### src/rtl/cordic_nco_src_pkg.sv
// Shared definitions for the CORDIC NCO source block.
//   nco_state_e : control FSM states (IDLE, RUN, STOPPING)
//   PI_Q        : angle-mapping constant for the default angle width; the
//                 value 2^(AW-1) corresponds to +pi in Q1.(AW-1) angle units
//   pi_q()      : the same constant computed for an arbitrary angle width
package cordic_nco_src_pkg;

  typedef enum logic [1:0] {
    IDLE     = 2'd0,
    RUN      = 2'd1,
    STOPPING = 2'd2
  } nco_state_e;

  localparam int unsigned AW_DEFAULT = 10;
  localparam int unsigned PI_Q       = 2 ** (AW_DEFAULT - 1);

  // Angle code for +pi at width aw; [-1,1) in Q1.(aw-1) spans [-pi,pi).
  function automatic int unsigned pi_q(input int unsigned aw);
    return 32'(1) << (aw - 1);
  endfunction

endpackage

### src/rtl/cordic_nco_src_phase_acc.sv
// nco_phase_acc: phase accumulator with offset adder and angle truncation.
// The accumulator holds the phase of the next sample to be issued (k*freq,
// modulo 2^PW). The offset is added combinationally and the sum is truncated
// to its top AW bits to form the CORDIC angle operand.
// Ports:
//   clk, rst   : clock, asynchronous active-high reset
//   clr        : clear the accumulator (frame-sequence start)
//   adv        : advance the accumulator by freq (sample load)
//   freq       : unsigned phase increment per sample
//   phase_ofs  : phase offset added to every sample
//   angle_c    : truncated angle of the current sample (combinational)
module nco_phase_acc
  import cordic_nco_src_pkg::*;
#(
  parameter int unsigned PW = 24,
  parameter int unsigned AW = 10
) (
  input  logic          clk,
  input  logic          rst,
  input  logic          clr,
  input  logic          adv,
  input  logic [PW-1:0] freq,
  input  logic [PW-1:0] phase_ofs,
  output logic [AW-1:0] angle_c
);

  logic [PW-1:0] acc_q;
  logic [PW-1:0] phase_c;

  // Accumulator; wraps naturally modulo 2^PW.
  always_ff @(posedge clk or posedge rst) begin
    if (rst) begin
      acc_q <= '0;
    end else if (clr) begin
      acc_q <= '0;
    end else if (adv) begin
      acc_q <= acc_q + freq;
    end
  end

  // Offset adder and truncation to the angle width (no rounding).
  assign phase_c = acc_q + phase_ofs;
  assign angle_c = phase_c[PW-1 -: AW];

  // Fractional phase bits below the angle LSB are intentionally discarded.
  generate
    if (PW > AW) begin : g_trunc
      logic unused_low;
      assign unused_low = ^phase_c[PW-AW-1:0];
    end
  endgenerate

endmodule

### src/rtl/cordic_nco_src.sv
// cordic_nco_src: framed NCO operand source for a ROT-mode CORDIC.
// Each issued sample is the triplet (x=amp, y=0, angle=k*freq+phase_ofs),
// presented on a valid/ready stream whose output register behaves like a
// CORDIC pipeline stage, so it can feed the CORDIC input directly.
// Ports:
//   clk, rst        : clock, asynchronous active-high reset
//   start           : one-cycle start request (honoured only in IDLE)
//   stop            : one-cycle request to stop at the end of the frame
//   freq            : unsigned phase increment per sample (PW bits)
//   phase_ofs       : phase offset added to every sample (PW bits)
//   amp             : signed amplitude, Q1.(DW-1)
//   frame_len       : samples per frame, 0 = unframed
//   busy            : high while the FSM is not IDLE
//   xout, yout      : CORDIC x/y operands, Q1.(DW-1)
//   aout            : CORDIC angle operand, Q1.(AW-1), [-1,1) = [-pi,pi)
//   out_last        : marks the final sample of a frame
//   out_valid/ready : stream handshake
module cordic_nco_src
  import cordic_nco_src_pkg::*;
#(
  parameter int unsigned DW = 10,
  parameter int unsigned AW = DW,
  parameter int unsigned PW = 24,
  parameter int unsigned LW = 16
) (
  input  logic                 clk,
  input  logic                 rst,
  input  logic                 start,
  input  logic                 stop,
  input  logic [PW-1:0]        freq,
  input  logic [PW-1:0]        phase_ofs,
  input  logic signed [DW-1:0] amp,
  input  logic [LW-1:0]        frame_len,
  output logic                 busy,
  output logic signed [DW-1:0] xout,
  output logic signed [DW-1:0] yout,
  output logic signed [AW-1:0] aout,
  output logic                 out_last,
  output logic                 out_valid,
  input  logic                 out_ready
);

  nco_state_e state_q;
  nco_state_e state_d;

  // Shadow copies of the configuration captured at start.
  logic [PW-1:0]        freq_s;
  logic [PW-1:0]        phase_ofs_s;
  logic signed [DW-1:0] amp_s;
  logic [LW-1:0]        frame_len_s;
  logic [LW-1:0]        cnt_q;

  logic          start_c;
  logic          load_c;
  logic          framed_c;
  logic          last_c;
  logic [AW-1:0] angle_c;

  // A start is only accepted from IDLE.
  assign start_c = (state_q == IDLE) && start;

  // Stage handshake: refill the output register when it is empty or is
  // being drained this cycle.
  assign load_c = (state_q != IDLE) && (!out_valid || out_ready);

  assign framed_c = (frame_len_s != '0);
  assign last_c   = framed_c && (cnt_q == frame_len_s - LW'(1));

  // State register.
  always_ff @(posedge clk or posedge rst) begin
    if (rst) begin
      state_q <= IDLE;
    end else begin
      state_q <= state_d;
    end
  end

  // Next-state logic.
  always_comb begin
    state_d = state_q;
    case (state_q)
      IDLE: begin
        if (start) begin
          state_d = RUN;
        end
      end
      RUN: begin
        // A stop coinciding with the frame's last load ends immediately.
        if (stop && load_c && last_c) begin
          state_d = IDLE;
        end else if (stop) begin
          state_d = STOPPING;
        end
      end
      STOPPING: begin
        // Unframed streams stop at the very next sample.
        if (load_c && (last_c || !framed_c)) begin
          state_d = IDLE;
        end
      end
      default: begin
        state_d = IDLE;
      end
    endcase
  end

  // busy tracks the registered state.
  always_ff @(posedge clk or posedge rst) begin
    if (rst) begin
      busy <= 1'b0;
    end else begin
      busy <= (state_d != IDLE);
    end
  end

  // Shadow registers and in-frame sample counter.
  always_ff @(posedge clk or posedge rst) begin
    if (rst) begin
      freq_s      <= '0;
      phase_ofs_s <= '0;
      amp_s       <= '0;
      frame_len_s <= '0;
      cnt_q       <= '0;
    end else if (start_c) begin
      freq_s      <= freq;
      phase_ofs_s <= phase_ofs;
      amp_s       <= amp;
      frame_len_s <= frame_len;
      cnt_q       <= '0;
    end else if (load_c) begin
      if (last_c) begin
        // Frame boundary: step and amplitude follow the ports from here on.
        cnt_q  <= '0;
        freq_s <= freq;
        amp_s  <= amp;
      end else if (framed_c) begin
        cnt_q <= cnt_q + LW'(1);
      end
    end
  end

  nco_phase_acc #(
    .PW (PW),
    .AW (AW)
  ) u_phase_acc (
    .clk       (clk),
    .rst       (rst),
    .clr       (start_c),
    .adv       (load_c),
    .freq      (freq_s),
    .phase_ofs (phase_ofs_s),
    .angle_c   (angle_c)
  );

  // Output stage register; contents hold while stalled.
  always_ff @(posedge clk or posedge rst) begin
    if (rst) begin
      xout      <= '0;
      yout      <= '0;
      aout      <= '0;
      out_last  <= 1'b0;
      out_valid <= 1'b0;
    end else if (load_c) begin
      xout      <= amp_s;
      yout      <= '0;
      aout      <= angle_c;
      out_last  <= last_c;
      out_valid <= 1'b1;
    end else if (out_ready) begin
      out_valid <= 1'b0;
    end
  end

endmodule
### config.mk
export PLATFORM = sky130hd
export DESIGN_NAME = cordic_nco_src
export DESIGN_NICKNAME = d
export VERILOG_FILES = /design/src/rtl/cordic_nco_src_pkg.sv /design/src/rtl/cordic_nco_src_phase_acc.sv /design/src/rtl/cordic_nco_src.sv
export SDC_FILE = /design/constraint.sdc
export NUM_CORES = 1
export LEC_CHECK = 0
export BUFFER_PORTS_ARGS = -buffer_cell sky130_fd_sc_hd__buf_4
export CELL_PAD_IN_SITES_DETAIL_PLACEMENT = 0
export CELL_PAD_IN_SITES_GLOBAL_PLACEMENT = 2
export CORE_MARGIN = 2
export CORE_UTILIZATION = 37
export DETAILED_ROUTE_END_ITERATION = 6
export PLACE_DENSITY = 0.86
export SLEW_MARGIN = 20
export SYNTH_ARGS = -nofsm -noshare
export SYNTH_HDL_FRONTEND = slang
export SYNTH_HIERARCHICAL = 1
export SYNTH_SLANG_ARGS = --single-unit
export TNS_END_PERCENT = 10
### constraint.sdc
create_clock -name clk -period 4.7 [get_ports clk]
set_clock_uncertainty 0.15 [all_clocks]
set_input_delay 0.235 -clock clk [delete_from_list [all_inputs] [get_ports clk]]
set_output_delay 0.235 -clock clk [all_outputs]
set_load 0.1 [all_outputs]
-- Word level (Yosys, flattened, before mapping)
Index checks and enable logic that the tools add are counted.
- memories: 0
- bits in read-only memories: 0
- bits of input ports: 79
- latch bits: 0
- output and inout bits: 33
- logic and storage cells: 58
- register bits: 139
- RAM bits: 0
- multipliers: 0
- bitwise logic cells: 0
- magnitude comparators: 0
- equal/unequal tests: 3
- add/sub/neg operators: 4
- div/mod/pow operators: 0
- shift-type cells: 0
- reductions and logical operators: 20
- multiplexer cells: 19
- operators by type and width (kind ; number):
    $mux W24 ; 5
    $mux W16 ; 4
    $add A24 B24 Y24 ; 2
    $mux W10 ; 3
    $add A16 B1 Y16 const B ; 1
    $eq A16 B16 Y1 ; 1
    $reduce_bool A16 Y1 ; 1
    $sub A16 B1 Y16 const B ; 1
    $reduce_bool A2 Y1 ; 5
    $mux W2 ; 4
    $logic_and A1 B1 Y1 ; 6
    $pmux W2 S3 ; 1
    $reduce_and A2 Y1 ; 2
    $reduce_bool A3 Y1 ; 1
    $eq A2 B1 Y1 const B ; 1
    $eq A2 B2 Y1 const B ; 1
    $logic_not A1 Y1 ; 2
    $logic_not A2 Y1 ; 1
    $logic_or A1 B1 Y1 ; 2
    $mux W1 ; 2

-- Longest topological paths before layout
Gate-level depths: netlist of run 1.
- depth in word-level cells: 8
- gate-level depth with buffers: 12
- gate-level depth less buffers: 10

-- By module
The synthesis of run 1 kept the hierarchy.
- modules (own cells, without submodules) (module ; area each (um^2) ; sequential area each (um^2) ; cells each ; times used):
    cordic_nco_src ; 5424.0 ; 2877.8 ; 502 ; 1
    nco_phase_acc ; 2775.2 ; 600.6 ; 319 ; 1

-- Worst setup path before layout of run 1
Ideal clock, no wire load.
- kind: register to register
- start point: reg frame_len_s[2]
- end point: reg amp_s[0]
- buffers on the path: 4
- slack: 1271 ps
- cell stages (with the launch flop): 12
- library setup time: 125 ps
- arrival time: 3154 ps
- path through: dfrtp_1 -> buf_6 -> or4_4 -> or3_4 -> a2111oi_4 -> o211ai_1 -> or4_1 -> buf_2 -> o21a_1 -> buf_6 -> buf_6 -> mux2_4
- word-level cells in the longest chain between the ends: 5
- RTL lines (element ; RTL line ; text):
    from (decl) ; cordic_nco_src.sv:50 ; logic [LW-1:0] frame_len_s;
    from (signal assigned) ; cordic_nco_src.sv:128 ; frame_len_s <= frame_len;
    $sub A16 B1 Y16 ; cordic_nco_src.sv:67 ; assign last_c = framed_c && (cnt_q == frame_len_s - LW'(1));
    $eq A16 B16 Y1 ; cordic_nco_src.sv:67 ;
    $logic_and A1 B1 Y1 (*) ; cordic_nco_src.sv:67 ;
    $reduce_bool A2 Y1 (no source line) (*) ; -- ;
    $reduce_and A2 Y1 (no source line) (*) ; -- ;
    to (signal assigned) ; cordic_nco_src.sv:127 ; amp_s <= amp;
    to (signal assigned) ; cordic_nco_src.sv:135 ; amp_s <= amp;
    to (decl) ; cordic_nco_src.sv:49 ; logic signed [DW-1:0] amp_s;
Every way passes the cells marked *; elsewhere a longest branch is shown, timed or not.
A chain may end at the register's enable or synchronous reset.

-- Final worst setup path of run 1
- start point: reg frame_len_s[2]
- end point: reg freq_s[20]
- word-level cells in the longest chain between the ends: 5
- RTL lines (element ; RTL line ; text):
    $sub A16 B1 Y16 ; cordic_nco_src.sv:67 ;
    $eq A16 B16 Y1 ; cordic_nco_src.sv:67 ;
    $logic_and A1 B1 Y1 (*) ; cordic_nco_src.sv:67 ;
    $reduce_bool A2 Y1 (no source line) (*) ; -- ;
    $reduce_and A2 Y1 (no source line) (*) ; -- ;
    to (signal assigned) ; cordic_nco_src.sv:125 ; freq_s <= freq;
    to (signal assigned) ; cordic_nco_src.sv:134 ; freq_s <= freq;
    to (decl) ; cordic_nco_src.sv:47 ; logic [PW-1:0] freq_s;
Marks and branches as above.

==> flow_summary_export.csv, run 1 <==
group,metric,value,unit
sta,fmax,0.261,GHz
global_routing,grtUsageTotal,0.176,
route,drt-vias-per-instance,5.05,
synthesis,synth_top_flop_cell,"dfrtp_1",
synthesis,synth-async-reset-ratio,1.00,
synthesis,synth-edff-count,0,
flow_run,maxCapViolCount,0,
synthesis,synth_top_area_frac,0.424,
clock_network,cts_buffer_depth,2,
route,drc,0,
synthesis,netlist_instances,821,
pwr,p_sw,3.61,mW
worst_setup_path,worstPathRequired,4.85,ns
worst_setup_path,worstSetupPathType,"flip-flop to flip-flop",
layout,drive_above_1_share,0.204,
placement,dp_hpwl,14.0,mm
clock_network,cts_tree,"built",
worst_setup_path,arrival,3.98,ns
clock_network,root_buffer,"clkbuf_16",
floorplan,dieWidth,153,um
route,antenna_left,0,
global_routing,grt_pass1_wl,33.4,mm
pwr,netSwitchingFraction,0.448,
global_routing,grt_overflow,0,
clock_network,cts.sinks,139,
sta,setup_slack,0.868,ns
synthesis,ys_ff_latch,139,
min_path,hp-class,"input port to flip-flop",
synthesis,postSynthAreaPerCell,9.99,um2
layout,finalCoreUtilization,0.485,
clock_network,worstSkewPairLatency,0.42,ns
route,firstDrtPassIters,5,
run_status,status,"finished clean",
clock_network,htree_levels,4,
sta,tightest_slew,0.917,ns
floorplan,die_h,153,um
placement,port_buffers,101,
layout,antenna_cells,0,
global_routing,antenna_found_initial,0,
layout,fin_area,10500,um2
synthesis,yosysSeqAreaShare,0.424,
sta,drv_slew,0,
route,drt_iter0_markers,291,
floorplan,die_area,23400,um2
route,vias,6464,
layout,fin_nets,1115,
sta,rsz0062_at_grt,"no",
worst_setup_path,worstPathMaxFanout,34,
worst_setup_path,cp-end-kind,"flip-flop",
pwr,pwr-share-comb,0.549,
pwr,seqPwrFrac,0.272,
clock_network,cts_buffers,17,
global_routing,grt_pass1_vias,6586,
pwr,clockPowerShare,0.179,
worst_setup_path,critPathLaunchType,"flip-flop",
layout,area_growth,28.6,%
placement,place_area,9140,um2
pwr,power.density,765,nW/um2
sta,post-route-period-util,0.815,
sta,hold-worst-slack,0.0344,ns
clock_network,cts.repair.resized,0,
synthesis,netlist-cell-type-count,72,
sta,period_needed,3.83,ns
placement,gp_congestion,0.818,
sta,maxSlewHeadroom,0.388,
floorplan,rows,54,
synthesis,synth_area_leader_cell,"dfrtp_1",
pwr,peakVddDrop,0.293,mV
synthesis,syn_area,8200,um2
pwr,p_int,4.45,mW
floorplan,initial_core_util,0.377,
synthesis,synth.area.top_cells,"dfrtp_1, ha_1, nand2_1",
sta,hold_viol,0,
sta,fin_tns_setup,0,ns
sta,setup_viol,0,
placement,dp_slack,0.893,ns
route,wire_per_inst,15.5,um
synthesis,yosys_warnings,6,
pwr,p_leak,5.05,nW
floorplan,core_area,21800,um2
global_routing,grt_max_degree,79,
floorplan,boundaryPins,112,
route,wl,19.9,mm
clock_network,path_clk_slew,0.06,ns
[flip-flops by register name, summed over array words and instances, names as in the netlist]
signal	flops
out_valid	1
frame_len_s	16
busy	1
out_last	1
u_phase_acc/acc_q	24
freq_s	24
state_q	2
aout	10
phase_ofs_s	24
xout	10
cnt_q	16
amp_s	10
[critical path: stages, from the launching register on]
cell	delay [ns]
dfrtp_1	0.47
or4_4	0.59
or4_4	0.46
a2111oi_4	0.21
o221ai_2	0.15
or4_1	0.68
o21a_2	0.27
buf_4	0.30
mux2_1	0.39
[final cells by class]
cell class | instances | area, um2
Fill cell | 2074 | 11200
Multi-Input combinational cell | 629 | 4450
Sequential cell | 139 | 3480
Timing Repair Buffer | 183 | 1570
Clock buffer | 20 | 437
Tap cell | 280 | 350
Clock inverter | 11 | 195
Inverter | 18 | 72.6
[metrics by stage]
stage          instances  total power [mW]
4_1_cts             1280              8.13
3_5_place_dp        1172              6.58
3_3_place_gp        1172              6.55
5_1_grt             1280              8.69
6_report            1280              8.07
2_1_floorplan        830              5.66
[worst paths after layout]
kind / start / to / slack (ns) / depth (start not counted)
worst max-delay path: frame_len_s[2] / freq_s[20] / 0.87 / 8
worst min-delay path: stop / state_q[0] / 0.03 / 4
worst max register to register: frame_len_s[2] / freq_s[20] / 0.87 / 8
worst min register to register: phase_ofs_s[19] / phase_ofs_s[19] / 0.33 / 2
max in group asynchronous: rst / phase_ofs_s[22] / 3.03 / 4
min in group asynchronous: rst / u_phase_acc/acc_q[12] / 0.33 / 3
[placed cells by master (no fill, tap or decap), types with 20 or more instances in the layout]
cell	n
a21oi_1	32
buf_4	106
dfrtp_1	139
dlygate4sd3_1	77
ha_1	47
mux2_2	20
mux2_4	30
nand2_1	149
nor2_1	49
nor3_1	20
xnor2_1	31
xor2_1	26
[power groups by stage]
| stage | combinational, mW | sequential (mW) | clock [mW] |
|---|---|---|---|
| global route | 4.86 | 2.28 | 1.55 |
| global placement | 4.34 | 2.21 | 0 |
| finish | 4.42 | 2.20 | 1.45 |
| detailed placement | 4.37 | 2.21 | 0 |
| CTS | 4.44 | 2.20 | 1.49 |
| floorplan | 2.93 | 2.73 | 0 |
[synthesized netlist by cell type (17+ instances only)]
cell type  instances
mux2_2            20
nor3_1            20
o21ai_0           19
nand2_1          149
clkbuf_1          22
xnor2_1           31
dfrtp_1          139
ha_1              47
xor2_1            26
nand3_1           17
mux2_4            30
a21oi_1           32
nor2_1            49
[kinds of logic after synthesis]
group,after synthesis,share of synthesized area
XOR/XNOR,57,0.0609
AO/OA/AOI/OAI,154,0.136
flip-flops,139,0.424
multiplexers,66,0.103
other,1,0.000457
buffers and inverters,62,0.0377
adder cells (fa/ha/maj),48,0.0742
AND/OR/NAND/NOR,294,0.164
[metal layers]
layer / wire length [um] / up-vias / global-route usage
met5: 0 / - / 0
met3: 583 / 20 / 0.0352
met1: 9550 / 3108 / 0.239
li1: - / 3237 / -
met4: 231 / 0 / 0.0454
met2: 9490 / 99 / 0.291
[repair_timing]
item / CTS / global route
hold buffers: 77 / 0
buffers inserted: 0 / 0
endpoints found under the hold margin: 177 / 0
(Power assumes the default switching activity.)
==> run 2, diff against run 1 <==
==> constraint.sdc (replaced) <==
create_clock -name clk -period 3.8 [get_ports clk]
set_clock_uncertainty 0.15 [all_clocks]
set_input_delay 0.19 -clock clk [delete_from_list [all_inputs] [get_ports clk]]
set_output_delay 0.19 -clock clk [all_outputs]
set_load 0.1 [all_outputs]
==> run 2 against run 1 <==
Power rose by 21%. Register-to-register slack worse by 0.53 ns. Sequential power is 24% higher. Sequential share of layout area is 0.13 points higher. Routed wire length increased by 0.87%. Non-clock buffer count rose by 5. Clock-buffer cell count is 1 lower. First-iteration DRC count increased by 19%. Fmax up 11%. Clock power increased by 6%. Critical endpoint is now amp_s[5].
==> flow_summary_export.csv, run 2 (synthesized netlist as in run 1, its figures left out) <==
group,metric,value,unit
placement,dp_cells,1175,
floorplan,dieWidth,153,um
layout,drive_above_1_share,0.209,
global_routing,grt_overflow,0,
layout,antenna_cells,0,
floorplan,initial_core_util,0.377,
clock_network,path_clk_slew,0.06,ns
global_routing,grtUsageTotal,0.179,
worst_setup_path,worstSetupPathType,"flip-flop to flip-flop",
floorplan,rows,54,
floorplan,die_area,23400,um2
worst_setup_path,worstPathRequired,3.96,ns
layout,fillers,2020,
sta,fin_tns_setup,0,ns
sta,hold_viol,0,
route,wl,20.0,mm
sta,maxSlewHeadroom,0.384,
worst_setup_path,critPathSlowestCell,"or4_4",
layout,mostFrequentLayoutCells,"nand2_1, dfrtp_1, buf_4",
route,antenna_left,0,
worst_setup_path,path_buf_inv,1,
route,drt_iter0_markers,347,
global_routing,grt_max_degree,74,
route,drt-vias-per-instance,5.04,
clock_network,worstSkewPairLatency,0.43,ns
sta,post-route-period-util,0.911,
global_routing,grt_pass1_wl,33.9,mm
clock_network,htree_levels,4,
clock_network,cts_buffer_depth,2,
worst_setup_path,cp_top_family,"simple AND/OR/NAND/NOR gates",
placement,gp_congestion,0.852,
global_routing,antenna_found_initial,0,
pwr,power.density,927,nW/um2
layout,fin_nets,1120,
floorplan,die_h,153,um
floorplan,core_area,21800,um2
placement,dp_hpwl,14.4,mm
clock_network,cts.repair.resized,0,
route,vias,6480,
clock_network,post-cts-setup-buffers,0,
sta,period_needed,3.46,ns
sta,fmax,0.289,GHz
sta,setup_viol,0,
layout,finalCoreUtilization,0.483,
worst_setup_path,slowest_delay,0.59,ns
layout,layout_commonest_cell,"nand2_1",
run_status,status,"finished clean",
pwr,p_leak,5.03,nW
worst_setup_path,crit_path_cell_trace,"or4_4 > or4_4 > a2111oi_4 > o221ai_2 > or4_1 > o21a_2 > buf_4 > mux2_4",
sta,rsz0062_at_grt,"no",
route,wire_per_inst,15.6,um
layout,layout.cells.non_filler,1286,
worst_setup_path,arrival,3.63,ns
flow_run,maxCapViolCount,0,
route,drc,0,
pwr,peakVddDrop,0.355,mV
worst_setup_path,cp-end-kind,"flip-flop",
worst_setup_path,worstPathMaxFanout,11,
floorplan,boundaryPins,112,
layout,largestRegisters,"freq_s (24), phase_ofs_s (24), u_phase_acc/acc_q (24)",
clock_network,cts_buffers,17,
clock_network,cts_tree,"built",
min_path,hp-class,"input port to async pin",
sta,tightest_slew,0.924,ns
worst_setup_path,critPathLaunchType,"flip-flop",
clock_network,cts.sinks,139,
route,firstDrtPassIters,4,
clock_network,root_buffer,"clkbuf_16",
sta,drv_slew,0,
global_routing,grt_pass1_vias,6608,
worst_setup_path,crit_top_cell,"or4_4",
layout,area_growth,28.2,%
placement,port_buffers,101,
-- run 2: cell count changes in the layout (fill, tap and decap cells not counted), moves of 2 or more --
cell,delta
buf_4,+2
bufinv_16,-5
clkbuf_1,-2
clkinv_2,+2
clkinvlp_4,+2
dlygate4sd3_1,+2
-- run 2: final timing paths --
check                           startpoint                    to  slack, ns  cells past startpoint
setup / recovery            frame_len_s[2]              amp_s[5]       0.34                      8
hold / removal                         rst  u_phase_acc/acc_q[3]       0.27                      3
setup reg to reg            frame_len_s[2]              amp_s[5]       0.34                      8
hold reg to reg            phase_ofs_s[15]       phase_ofs_s[15]       0.33                      2
max in group asynchronous              rst        frame_len_s[5]       2.28                      4
min in group clk           phase_ofs_s[15]       phase_ofs_s[15]       0.33                      2
-- run 2: final cells by class --
| class | instances | area [um2] | area share |
|---|---|---|---|
| sequential | 139 | 3480 | 0.331 |
| tap | 280 | 350 | 0.0333 |
| clock inverter | 13 | 96.3 | 0.00917 |
| inverter | 18 | 70.1 | 0.00667 |
| clock buffer | 19 | 443 | 0.0422 |
| timing repair buffer | 188 | 1620 | 0.154 |
| multi-input combinational | 629 | 4450 | 0.423 |
-- run 2: layer usage --
layer / global-route usage / share of wire
met2: 0.295 / 0.47
met3: 0.0284 / 0.028
met1: 0.242 / 0.48
met4: 0.0608 / 0.016
met5: 0 / 0
-- run 2: repair_timing --
| item | CTS | global route |
|---|---|---|
| hold buffers | 79 | 0 |
| setup endpoints to repair | 0 | 0 |
| endpoints found under the hold margin | 173 | 0 |
-- run 2: through the flow --
stage	setup WS (ns)	cell area, um2	power [mW]	hold slack, ns
after floorplan	0.371	8230	7.01	0.0546
after global placement	0.361	9180	8.13	0.235
after detailed placement	0.335	9180	8.18	0.236
after CTS	0.321	10500	9.83	0.334
after global routing	0.194	10500	10.5	0.325
final	0.337	10500	9.74	0.269
-- run 2: where the power goes --
group	leakage [nW]	total (mW)	internal [mW]	switching, mW
Combinational	3.05	5.48	2.23	3.26
Sequential	1.72	2.72	2.14	0.587
Clock	0.252	1.54	0.853	0.683
Total	5.03	9.74	5.22	4.53
-- run 2: worst reg2reg max path, delay by kind of cell, from the launching register on --
family,cells,cell delay (ns)
multiplexers,1,0.31
flip-flops,1,0.46
AO/OA/AOI/OAI,3,0.62
AND/OR/NAND/NOR,3,1.60
buffers and inverters,1,0.21
